<file path="config.mk">
export PLATFORM = sky130hd
export DESIGN_NAME = inst_queue
export DESIGN_NICKNAME = d
export VERILOG_FILES = /design/src/rtl/inst_queue.sv
export SDC_FILE = /design/constraint.sdc
export NUM_CORES = 1
export LEC_CHECK = 0
export CAP_MARGIN = 20
export CORE_MARGIN = 2
export CORE_UTILIZATION = 40
export CTS_CLUSTER_SIZE = 12
export DETAILED_ROUTE_END_ITERATION = 10
export GPL_TIMING_DRIVEN = 0
export PLACE_DENSITY = 0.62
export SETUP_SLACK_MARGIN = 0.4
export SYNTH_ARGS = -nofsm -noshare
export SYNTH_HDL_FRONTEND = slang
export SYNTH_SLANG_ARGS = --single-unit
export TNS_END_PERCENT = 5
</file>
<file path="constraint.sdc">
create_clock -name clk -period 11.4 [get_ports clk]
set_input_delay 2.85 -clock clk [delete_from_list [all_inputs] [get_ports clk]]
set_output_delay 2.85 -clock clk [all_outputs]
set_load 0.03 [all_outputs]
</file>
<file path="src/rtl/inst_queue.sv">
// ---------------------------------------------------------------------------
// inst_queue
//   Small instruction queue between the IF and ID stages. Entries from IF are
//   written at the tail and presented to ID from the head with a registered
//   count. Once an exception-flagged entry is accepted, further pushes are
//   blocked until a flush. A flush empties the queue and takes priority over
//   push and pop. Reset takes priority over everything.
//
// Ports
//   clk             in   clock, rising edge
//   reset           in   synchronous, active-high reset
//   fs_to_ds_valid  in   IF presents an entry
//   fs_to_ds_bus    in   entry payload (bit 64 = fetch exception, 31:0 = PC)
//   iq_allowin      out  queue accepts an entry this cycle (IF's ds_allowin)
//   iq_to_ds_valid  out  head entry valid toward ID
//   iq_to_ds_bus    out  head entry payload
//   ds_allowin      in   ID accepts the head entry this cycle
//   flush           in   back-end cancel (exception, ertn, taken branch)
//   iq_count        out  number of occupied entries (registered)
//   iq_ex_block     out  exception-flagged entry accepted, pushes blocked
// ---------------------------------------------------------------------------
module inst_queue #(
  parameter int DEPTH  = 4,
  parameter int BUS_WD = 74
) (
  input  logic                     clk,
  input  logic                     reset,
  input  logic                     fs_to_ds_valid,
  input  logic [BUS_WD-1:0]        fs_to_ds_bus,
  output logic                     iq_allowin,
  output logic                     iq_to_ds_valid,
  output logic [BUS_WD-1:0]        iq_to_ds_bus,
  input  logic                     ds_allowin,
  input  logic                     flush,
  output logic [$clog2(DEPTH):0]   iq_count,
  output logic                     iq_ex_block
);

  localparam int PW = $clog2(DEPTH);
  localparam int CW = PW + 1;

  logic [BUS_WD-1:0] mem_q [DEPTH];
  logic [PW-1:0]     head_q, head_d;
  logic [PW-1:0]     tail_q, tail_d;
  logic [CW-1:0]     count_q, count_d;
  logic              ex_block_q, ex_block_d;

  logic full;
  logic empty;
  logic push;
  logic pop;

  assign full  = (count_q == CW'(DEPTH));
  assign empty = (count_q == '0);

  // Allowin is purely combinational from registered state and flush; a pop in
  // the same cycle does not open a slot when full.
  assign iq_allowin     = ~full & ~ex_block_q & ~flush;
  assign iq_to_ds_valid = ~empty & ~flush;
  assign iq_to_ds_bus   = mem_q[head_q];
  assign iq_count       = count_q;
  assign iq_ex_block    = ex_block_q;

  assign push = fs_to_ds_valid & iq_allowin;
  assign pop  = iq_to_ds_valid & ds_allowin;

  always_comb begin
    head_d     = head_q;
    tail_d     = tail_q;
    count_d    = count_q;
    ex_block_d = ex_block_q;
    if (flush) begin
      head_d     = '0;
      tail_d     = '0;
      count_d    = '0;
      ex_block_d = 1'b0;
    end else begin
      if (push) begin
        tail_d = tail_q + PW'(1);
        if (fs_to_ds_bus[64]) begin
          ex_block_d = 1'b1;
        end
      end
      if (pop) begin
        head_d = head_q + PW'(1);
      end
      if (push && !pop) begin
        count_d = count_q + CW'(1);
      end else if (pop && !push) begin
        count_d = count_q - CW'(1);
      end
    end
  end

  always_ff @(posedge clk) begin
    if (reset) begin
      head_q     <= '0;
      tail_q     <= '0;
      count_q    <= '0;
      ex_block_q <= 1'b0;
    end else begin
      head_q     <= head_d;
      tail_q     <= tail_d;
      count_q    <= count_d;
      ex_block_q <= ex_block_d;
    end
  end

  // Entry storage carries no reset; validity comes only from count_q.
  always_ff @(posedge clk) begin
    if (push) begin
      mem_q[tail_q] <= fs_to_ds_bus;
    end
  end

endmodule

</file>
==> impl_metrics.tcl <==
set metrics [dict create \
    route.met2.wl_mm 10.46 \
    ys_types 29 \
    p_sw_w 0.0004663 \
    arrival_ps 4350 \
    antenna_found_initial 1 \
    grt_pass1_wl_mm 32.29 \
    detail_route.iter0.violations 417 \
    drc 0 \
    syn_inst 446 \
    syn-num-nets 531 \
    io_buffers 158 \
    cts_tree "yes" \
    cts_resized 0 \
    fp.coreArea_mm2 0.02771 \
    final_hold_viol_count 0 \
    viasPerCell 4.997 \
    worst_slack_ps 4203 \
    maxSlewHeadroom 0.4594 \
    wl_per_cell_um 20.37 \
    setup_viol 0 \
    setup-tns-final_ps 0 \
    num_rows 61 \
    cpPeakStageDelay_ps 700 \
    clock.fmax_ghz 0.1389 \
    ir_worst_vdd_mv 0.09765 \
    die_w_um 171.4 \
    grt_usage 0.1450 \
    skew_ps 19.68 \
    mostFrequentLayoutCells "edfxtp_1 (296), clkdlybuf4s50_1 (158), mux4_2 (74)" \
    maxCapViolations 0 \
    dr.pass1.iters 4 \
    root_buffer "clkbuf_16" \
    met1_length_mm 9.061 \
    wl_met3_mm 1.197 \
    synth_area_leaders "edfxtp_1 (79%), mux4_2 (15%), dfxtp_1 (1.8%)" \
    gp_congestion 0.7743 \
    wl_mm 21.17 \
    clk_latency_ps 550 \
    required_ps 8550 \
    rsz0062_at_grt "false" \
    numCtsBuffers 31 \
    drive_gt1_frac 0.2088 \
    seq_power_share 0.538 \
    power.density_mw_per_mm2 163.0 \
    slowest_stage "clkdlybuf4s50_1" \
    final_util 0.5172 \
    start_kind "input pin" \
    worstSetupPathType "input pin to output pin" \
    p_comb_frac 0.063 \
    synth_seq_area_share 0.8106 \
    period_minus_slack_ps 7197 \
    clock_sinks 306 \
    path_buf_inv 2 \
    dpl.hpwl_mm 12.77 \
    final_common_cell "edfxtp_1" \
    ys_ff_latch 306 \
    ant_nets 0 \
    cts_setup_buffers 0 \
    cp_top_family "buffers and inverters" \
    p_clk_frac 0.398 \
    yosys.area.top_type "edfxtp_1" \
    fin_total_pwr_w 0.002336 \
    cp_common_cell "clkdlybuf4s50_1" \
    p_int_w 0.001870 \
    ys_warn_count 0 \
    cts_hold_buf 0 \
    async_reset_ff_frac 0 \
    die_height_um 171.4 \
    whs_ps 526.4 \
    netlist_area_mm2 0.01121 \
    tightestPinTransition_ps 809.1 \
    avgSynthCellArea_um2 25.14 \
    fin_crit_sh 0.6313 \
    pre_cts_slack_ps 4240 \
    yosysTopAreaCellShare 0.7928 \
    p_leak_nw 4.471 \
    critical_path.max_fanout 8 \
    top_layer "met5" \
    final_net_count 726 \
    h-tree-depth 1 \
    ioPinCount 159 \
    antenna_cells 0 \
    clockBufferDepth 3 \
    grt_pass1_vias 5664 \
    synth_ff_type "edfxtp_1" \
    grt_overflow 0 \
    switching_share 0.1996 \
    cp-end-kind "output pin" \
    drv_slew 0 \
    outcome "complete, no violations" \
    path_clk_slew_ps 60 \
    synth_edf_count 296 \
    initial_utilization 0.4047 \
    vias 5192 \
    syn_to_final_growth_pct 27.80 \
    grt_max_degree 43 \
    hold_path_class "flip-flop to flip-flop" \
    die_area_mm2 0.02938 \
    crit_chain "clkdlybuf4s50_1, nor3_1, clkdlybuf4s50_1" \
]
-- per-layer routing --
metal  vias up  GRT usage
li1       2304          -
met1      2691     0.1914
met2       158     0.2452
met3        37    0.03129
met4         2    0.03832
met5         -          0
-- logic make-up (layout without fill, tap and decap cells) --
kind of cell | count (synthesis) | count (layout) | share of synthesized area
mux | 75 | 75 | 0.1495
flops | 306 | 306 | 0.8106
fa+ha+maj | 6 | 6 | 0.007365
simple gates | 25 | 25 | 0.01283
xor+xnor | 2 | 2 | 0.001563
compound gates | 11 | 11 | 0.005245
buf+inv | 21 | 236 | 0.01283
-- cell usage after synthesis, types with 2 or more instances --
| cell | instances |
|---|---|
| a21oi_1 | 5 |
| nor3_1 | 2 |
| nor2_1 | 6 |
| dfxtp_1 | 10 |
| and3_1 | 4 |
| edfxtp_1 | 296 |
| buf_6 | 7 |
| xor2_1 | 2 |
| o21ai_0 | 4 |
| buf_2 | 7 |
| ha_1 | 5 |
| nor3b_1 | 2 |
| mux4_2 | 74 |
| clkbuf_1 | 3 |
| or3_1 | 3 |
| inv_1 | 3 |
-- flip-flops by register name, summed over array words and instances, names as in the netlist, named ones only --
name	flops
iq_count	3
iq_ex_block	1
mem_q	296
head_q	2
tail_q	2
-- path summary, 6_finish.rpt --
kind,start,end,slack (ps),cells after the start
worst max register to register,iq_ex_block,mem_q[1][45],8980,3
worst min register to register,head_q[1],head_q[1],530,2
worst min-delay path,head_q[1],head_q[1],530,2
worst max-delay path,flush,iq_allowin,4200,3
-- worst register-to-register path, stage by stage, from the launching register on --
cell and delay [ps]:
dfxtp_1 360, nor3b_1 700, and3_4 690, buf_16 320
-- power by group through the flow --
| stage | Clock [W] | Sequential (W) | Combinational, W |
|---|---|---|---|
| after floorplan | 0 | 0.00128 | 0.0000674 |
| after global placement | 0 | 0.00128 | 0.000143 |
| after detailed placement | 0 | 0.00128 | 0.000150 |
| after CTS | 0.000958 | 0.00126 | 0.000150 |
| after global routing | 0.00100 | 0.00126 | 0.000157 |
| final | 0.000931 | 0.00126 | 0.000148 |
-- per-stage QoR --
step                      instances  cell area (um2)
final                          1039            14330
after floorplan                 446            11210
after detailed placement        986            13400
after global routing           1039            14330
after CTS                      1039            14330
after global placement          982            13270
-- area by class of cell --
class | count | area [um2]
fill | 2157 | 13380
sequential | 306 | 9089
multi-input combinational | 119 | 1999
timing repair buffer | 162 | 1692
clock buffer | 47 | 875.8
tap | 378 | 473.0
buffer | 18 | 132.6
clock inverter | 6 | 56.30
inverter | 3 | 11.26
Note: power is estimated with default switching activity, not from simulation.
